**src/rtl/tail_light_pkg.sv**
```systemverilog
// Shared lighting-subsystem types: tail-light sequencer modes.
package tail_light_pkg;

  typedef enum logic [2:0] {
    IDLE    = 3'd0,
    LEFT    = 3'd1,
    RIGHT   = 3'd2,
    HAZ_ON  = 3'd3,
    HAZ_OFF = 3'd4
  } mode_t;

endpackage

```
**src/rtl/step_prescaler.sv**
```systemverilog
// Free-running divider producing a one-clock tick every TICK_DIV clocks.
module step_prescaler #(
  parameter int TICK_DIV = 4
) (
  input  logic clk,
  input  logic reset_n,
  output logic tick
);

  generate
    if (TICK_DIV == 1) begin : g_bypass
      logic unused_inputs;
      assign unused_inputs = clk ^ reset_n;
      assign tick = 1'b1;
    end else begin : g_count
      localparam int CW = $clog2(TICK_DIV);
      localparam logic [CW-1:0] LAST = CW'(TICK_DIV - 1);

      logic [CW-1:0] cnt_q, cnt_d;

      always_comb begin
        cnt_d = (cnt_q == LAST) ? '0 : cnt_q + 1'b1;
      end

      always_ff @(posedge clk or negedge reset_n) begin
        if (!reset_n) cnt_q <= '0;
        else          cnt_q <= cnt_d;
      end

      assign tick = (cnt_q == LAST);
    end
  endgenerate

endmodule

```
**src/rtl/turn_signal_sequencer.sv**
```systemverilog
// Walking inner-to-outer turn sequencer with hazard flash; Moore lamp decode
// from registered mode/step, stepping only on prescaler ticks.
module turn_signal_sequencer
  import tail_light_pkg::*;
#(
  parameter int LAMPS    = 3,
  parameter int TICK_DIV = 4
) (
  input  logic             clk,
  input  logic             reset_n,
  input  logic             left,
  input  logic             right,
  input  logic             hazard,
  output logic [LAMPS-1:0] left_lamps,
  output logic [LAMPS-1:0] right_lamps,
  output logic             active
);

  localparam int SW = $clog2(LAMPS + 1);
  localparam logic [SW-1:0] LAST_STEP = SW'(LAMPS);

  mode_t         mode_q, mode_d;
  logic [SW-1:0] step_q, step_d;
  logic          tick;
  logic          haz_req;
  logic [LAMPS-1:0] fill;

  step_prescaler #(.TICK_DIV(TICK_DIV)) u_prescaler (
    .clk     (clk),
    .reset_n (reset_n),
    .tick    (tick)
  );

  assign haz_req = hazard | (left & right);

  always_comb begin
    mode_d = mode_q;
    step_d = step_q;
    if (tick) begin
      unique case (mode_q)
        IDLE: begin
          step_d = '0;
          if (haz_req) begin
            mode_d = HAZ_ON;
          end else if (left) begin
            mode_d = LEFT;
            step_d = SW'(1);
          end else if (right) begin
            mode_d = RIGHT;
            step_d = SW'(1);
          end
        end
        // Turn direction is latched for the whole walk; only hazard aborts it.
        LEFT, RIGHT: begin
          if (haz_req) begin
            mode_d = HAZ_ON;
            step_d = '0;
          end else if (step_q == LAST_STEP) begin
            mode_d = IDLE;
            step_d = '0;
          end else begin
            step_d = step_q + 1'b1;
          end
        end
        HAZ_ON: begin
          mode_d = HAZ_OFF;
          step_d = '0;
        end
        HAZ_OFF: begin
          mode_d = IDLE;
          step_d = '0;
        end
        default: begin
          mode_d = IDLE;
          step_d = '0;
        end
      endcase
    end
  end

  always_ff @(posedge clk or negedge reset_n) begin
    if (!reset_n) begin
      mode_q <= IDLE;
      step_q <= '0;
    end else begin
      mode_q <= mode_d;
      step_q <= step_d;
    end
  end

  always_comb begin
    fill        = '0;
    left_lamps  = '0;
    right_lamps = '0;
    for (int i = 0; i < LAMPS; i++) begin
      fill[i] = (i < int'(step_q));
    end
    unique case (mode_q)
      LEFT:    left_lamps  = fill;
      RIGHT:   right_lamps = fill;
      HAZ_ON: begin
        left_lamps  = '1;
        right_lamps = '1;
      end
      default: begin
        left_lamps  = '0;
        right_lamps = '0;
      end
    endcase
  end

  assign active = (mode_q != IDLE);

endmodule

```
**config.mk**
```make
export PLATFORM = sky130hd
export DESIGN_NAME = turn_signal_sequencer
export DESIGN_NICKNAME = d
export VERILOG_FILES = /design/src/rtl/tail_light_pkg.sv /design/src/rtl/step_prescaler.sv /design/src/rtl/turn_signal_sequencer.sv
export SDC_FILE = /design/constraint.sdc
export NUM_CORES = 1
export LEC_CHECK = 0
export BUFFER_PORTS_ARGS = -buffer_cell sky130_fd_sc_hd__buf_2
export CORE_AREA = 2 2 39 41
export DETAILED_ROUTE_END_ITERATION = 8
export DIE_AREA = 0 0 41 43
export MAX_ROUTING_LAYER = met4
export PLACE_DENSITY = 0.64
export SETUP_SLACK_MARGIN = 0.3
export SYNTH_ARGS = -nofsm -noshare
export SYNTH_HDL_FRONTEND = slang
export SYNTH_HIERARCHICAL = 1
export SYNTH_SLANG_ARGS = --single-unit
```
**constraint.sdc**
```tcl
create_clock -name clk -period 5.9 [get_ports clk]
set_clock_uncertainty 0.2 [all_clocks]
set_input_delay 1.18 -clock clk [delete_from_list [all_inputs] [get_ports clk]]
set_output_delay 1.18 -clock clk [all_outputs]
set_load 0.01 [all_outputs]
```
Word-level counts from Yosys, hierarchy flattened
Cells that the tools add are included.
{"block": "totals", "reg_bits": 7, "inputBits": 5, "output_inout_bits": 7, "elab_cells": 36}
{"block": "op_classes", "muxes": 15, "order_cmp": 3, "reduce_logical": 4, "n_bitwise": 2, "n_eq_ne": 7, "add_sub_neg": 2}
{"operator": "$mux W3", "n": 5}
{"operator": "$pmux W3 S2", "n": 2}
{"operator": "$pmux W3 S3", "n": 1}
{"operator": "$eq A3 B2 Y1 const B", "n": 2}
{"operator": "$mux W2", "n": 3}
{"operator": "$add A2 B1 Y2 const B", "n": 2}
{"operator": "$eq A2 B2 Y1 const B", "n": 2}
{"operator": "$lt A1 B2 Y1 const A", "n": 2}
{"operator": "$ne A4 B4 Y1 const B", "n": 1}
{"operator": "$pmux W2 S2", "n": 1}
{"operator": "$eq A3 B1 Y1 const B", "n": 1}
{"operator": "$logic_not A3 Y1", "n": 1}
{"operator": "$mux W1", "n": 3}
{"operator": "$ne A3 B3 Y1 const B", "n": 1}
{"operator": "$reduce_and A3 Y1", "n": 1}
{"operator": "$reduce_bool A3 Y1", "n": 1}
{"operator": "$lt A2 B2 Y1 const A", "n": 1}
{"operator": "$reduce_or A2 Y1", "n": 1}
{"operator": "$and A1 B1 Y1", "n": 1}
{"operator": "$or A1 B1 Y1", "n": 1}

Logic depth before layout (Yosys ltp)
{"block": "logic_depth", "word_depth": 4, "depth_mapped": 5, "ltp_nobuf": 4}

By module
The synthesis kept the hierarchy.
{"mod": "turn_signal_sequencer", "cells_each": 47, "instances": 1, "area_each_um2": 416.6, "seq_area_each_um2": 125.1}
{"mod": "step_prescaler", "cells_each": 4, "instances": 1, "area_each_um2": 66.3, "seq_area_each_um2": 50.0}

Least setup slack after synthesis
Ideal clock, no wire load.
{"block": "synth_path", "path_kind": "input port to flip-flop", "startpoint": "input port right", "endpoint": "register mode_q[0]", "t_required_ps": 5575, "setup_time_ps": 125, "path_stages": 3, "arrival_time_ps": 2150, "path_buffers": 0, "path_slack_ps": 3425, "cell_sequence": "or4_1 -> o211a_2 -> mux2_4"}
{"block": "synth_via", "elab_chain_cells": 4, "elab_cells_between_ends": 8, "cone_classes": "2 x eq/ne; 3 x mux; 2 x bitwise; 1 x reduce/logical"}
{"item": "start, declared", "line_no": "turn_signal_sequencer.sv:12", "source": "input logic right,"}
{"item": "$and A1 B1 Y1", "line_no": "turn_signal_sequencer.sv:34", "source": "assign haz_req = hazard | (left & right);"}
{"item": "$or A1 B1 Y1", "line_no": "turn_signal_sequencer.sv:34"}
{"item": "$ne A4 B4 Y1 (no line), or another cell as far along"}
{"item": "$reduce_and A3 Y1 (no line) or $pmux W3 S3 (tied branches)"}
{"item": "end signal, assigned", "line_no": "turn_signal_sequencer.sv:86", "source": "mode_q <= mode_d;"}
{"item": "end, declared", "line_no": "turn_signal_sequencer.sv:22", "source": "mode_t mode_q, mode_d;"}
Several ways; a longest one is shown, not always the timed one.
A chain may end at the register's enable or synchronous reset.

Worst setup path after layout
{"block": "layout_path", "startpoint": "register mode_q[1]", "endpoint": "output port active"}
{"block": "layout_via", "elab_chain_cells": 1}
{"item": "$reduce_bool A3 Y1", "line_no": "turn_signal_sequencer.sv:112", "source": "assign active = (mode_q != IDLE);"}
{"item": "end, declared", "line_no": "turn_signal_sequencer.sv:16", "source": "output logic active"}
Every way passes these cells.

==> impl_results.md <==
- Syn Nets: 59
- Die width: 41 um
- Layout cell share with drive strength beyond 1: 0.292
- Fin crit share: 0.452
- Fin Hold WS: roughly 230 ps
- Slowest cell on the critical path: dfrtp_1
- ANT cells: 0
- Root buffer cell: clkbuf_4
- Vias in the first global route: between 300 and 400
- Gr ovfl total: 0
- Antenna-violating nets left: 0
- Slew Viols, Final: 0
- Most common cell in the synthesized netlist: dfrtp_1
- Cts hold-fix bufs: 0
- Sw power: 104 uW
- Post_cts resized: 0
- CP Class: flip-flop to primary output
- Tot GR Track Use: 0.123
- Post-DP HPWL: 702 um
- Metal-1 WL: approximately 440 um
- TritonCTS sink count: 7
- Met2 WL: 434 um
- Fin crit period: 2670 ps
- Sequential share of the synthesized area: 0.363
- Full die area: 0.00176 mm^2
- Syn Area/Cell: around 9.5 um^2
- Max_cap viols: 0
- # nets final: 74
- Synth top cells by count: dfrtp_1, nor2_1, inv_1
- Die Y: 43 um
- Area of the mapped netlist: a little under 500 um^2
- First-pass GRT wire length: 1400 um
- Tightest Hold Check Type: flip-flop to flip-flop
- Setup Buffers After CTS: 0
- Max Freq: about 0.38 GHz
- Critical-path maximum fanout: 9
- Synth top area cells: dfrtp_1, mux2_4, ha_1, nor2_1, a21oi_1
- Status: completed
- Largest net degree at the start of global routing: 10
- DRC violations left: 0
- Pre-antenna DRT Iters: 2
- Slew @ Worst Pin: 300 ps
- Antenna violations before repair: 0
- Starting Density: 0.349
- I/O Buffers: 11
- Ys Warns: 6
- CP startpoint kind: flip-flop
- Power per cell area: 443 mW/mm^2
- Initial drt markers: 6
- CTS max path bufs: 2
- Num CTS Buffers: 3
- Crit path capture type: primary output
- Post-synth cell types: 22
- Final setup fails: 0
- CORE AREA: 0.00138 mm^2
- Internal power: about 150 uW
- CP Data Arrival Time: 1290 ps
- Cell taking the most area after synthesis: dfrtp_1
- Post-Synthesis Cells: 51
- H-tree depth: 1
- Area Overhead vs Synth: 18.7%
- Top layer in use: met4
- Final hold violation count: 0
- Synthesized flop and latch total: 7
- Via density: 4.91
- Clk_lat worst skew: 250 ps
- Cell Chain, Critical Path: or3_4, buf_2
- Number of I/O pins: 12
- Layout Cells excl Fill: 81
- Slew Limit Headroom: 0.800
- Post-synth EDFFs: 0
- RSZ-0062 raised after global routing: false
- Worst path max stage delay: 480 ps
- Clock share of power: 0.172
- Post-synth ARST share: 1.00
- Combinational power share: 0.489
- VDD IR max: 0.000152 V
- Global placer's final weighted congestion: about 0.7
- Worst EP required: 4520 ps
- Vias post-DR: 398
- Area fraction of the dominant cell type after synthesis: 0.363
- Met3 wire length: roughly 30 um
- Flop pwr share: 0.339
- Final TNS setup: 0 ps
- Leak: 0.000274 uW
- Clock transition at the registers of the reported paths: 50 ps
- Final WL: approximately 920 um
- Fill count: 140
- CTS tree: built
- Switch share: 0.412
- WL/cell: 11.4 um
- Top FF cell, synth: dfrtp_1
- Placed insts: slightly below 80
- Core Rows: 14
## metal layers
| metal | GRT usage | up-vias |
|---|---|---|
| li1 | - | 212 |
| met1 | 0.135 | 176 |
| met2 | 0.197 | 8 |
| met3 | 0.0314 | 2 |
| met4 | 0.0600 | 0 |
| met5 | - | - |
## state kept, by name (all words and copies together) (netlist names)
signal / count
u_prescaler/g_count.cnt_q: 2
step_q: 2
mode_q: 3
## logic make-up (layout without fill, tap and decap cells)
logic type,after synthesis,after routing,synth area share
AO/OA/AOI/OAI,14,14,0.181
XOR/XNOR,2,2,0.0363
adder cells (fa/ha/maj),3,3,0.0777
buffers and inverters,6,20,0.0622
flip-flops,7,7,0.363
multiplexers,4,4,0.114
AND/OR/NAND/NOR,15,15,0.166
## cells in the final DEF (no fill, tap or decap)
| master | n |
|---|---|
| ha_1 | 3 |
| inv_1 | 5 |
| o22ai_1 | 1 |
| buf_2 | 11 |
| or3_4 | 1 |
| clkbuf_4 | 3 |
| mux2i_1 | 1 |
| a221oi_1 | 2 |
| clkbuf_1 | 1 |
| xor2_1 | 1 |
| xnor2_1 | 1 |
| a21oi_1 | 4 |
| dfrtp_1 | 7 |
| o21ai_0 | 4 |
| o211a_2 | 1 |
| nand2b_1 | 2 |
| mux2_4 | 3 |
| nor2_1 | 6 |
| nand3_1 | 1 |
| or3_1 | 1 |
| a31oi_1 | 1 |
| or4_1 | 2 |
| a211oi_1 | 1 |
| nand2_1 | 2 |
## area by class of cell
| type | instances | area (um^2) | area share |
|---|---|---|---|
| Multi-Input combinational cell | 38 | 278 | 0.485 |
| Inverter | 5 | 18.8 | 0.0328 |
| Tap cell | 16 | 20.0 | 0.0349 |
| Timing Repair Buffer | 11 | 55.1 | 0.0961 |
| Sequential cell | 7 | 175 | 0.306 |
| Clock buffer | 4 | 26.3 | 0.0459 |
## power by group through the flow
stage	combinational, uW	sequential (uW)	clock (uW)
final	124	86.0	43.7
after detailed placement	126	87.2	0
after floorplan	105	73.9	0
after global routing	140	90.2	48.2
after CTS	126	87.0	46.5
after global placement	126	88.3	0
## critical path: cells and delay by family (launching register included)
kind / cells / cell delay (ps)
buffers and inverters: 1 / 150
flip-flops: 1 / 480
AND/OR/NAND/NOR: 1 / 410
## worst paths after layout
kind	start	end	slack, ps	cells after the start
max	mode_q[1]	active	3230	2
min	u_prescaler/g_count.cnt_q[0]	u_prescaler/g_count.cnt_q[0]	230	1
max reg2reg	mode_q[1]	mode_q[0]	3820	4
min reg2reg	u_prescaler/g_count.cnt_q[0]	u_prescaler/g_count.cnt_q[0]	230	1
max in group asynchronous	reset_n	mode_q[1]	4800	1
min in group asynchronous	reset_n	u_prescaler/g_count.cnt_q[1]	540	1
## stage by stage
stage	utilization	total power (uW)	area, um^2	setup slack [ps]
after global routing	0.414	278	573	3170
after global placement	0.395	214	547	3280
after detailed placement	0.395	213	547	3260
final	0.414	254	573	3230
after floorplan	-	179	483	3430
after CTS	0.414	260	573	3220
No activity file was read; power rests on OpenSTA's default activity.
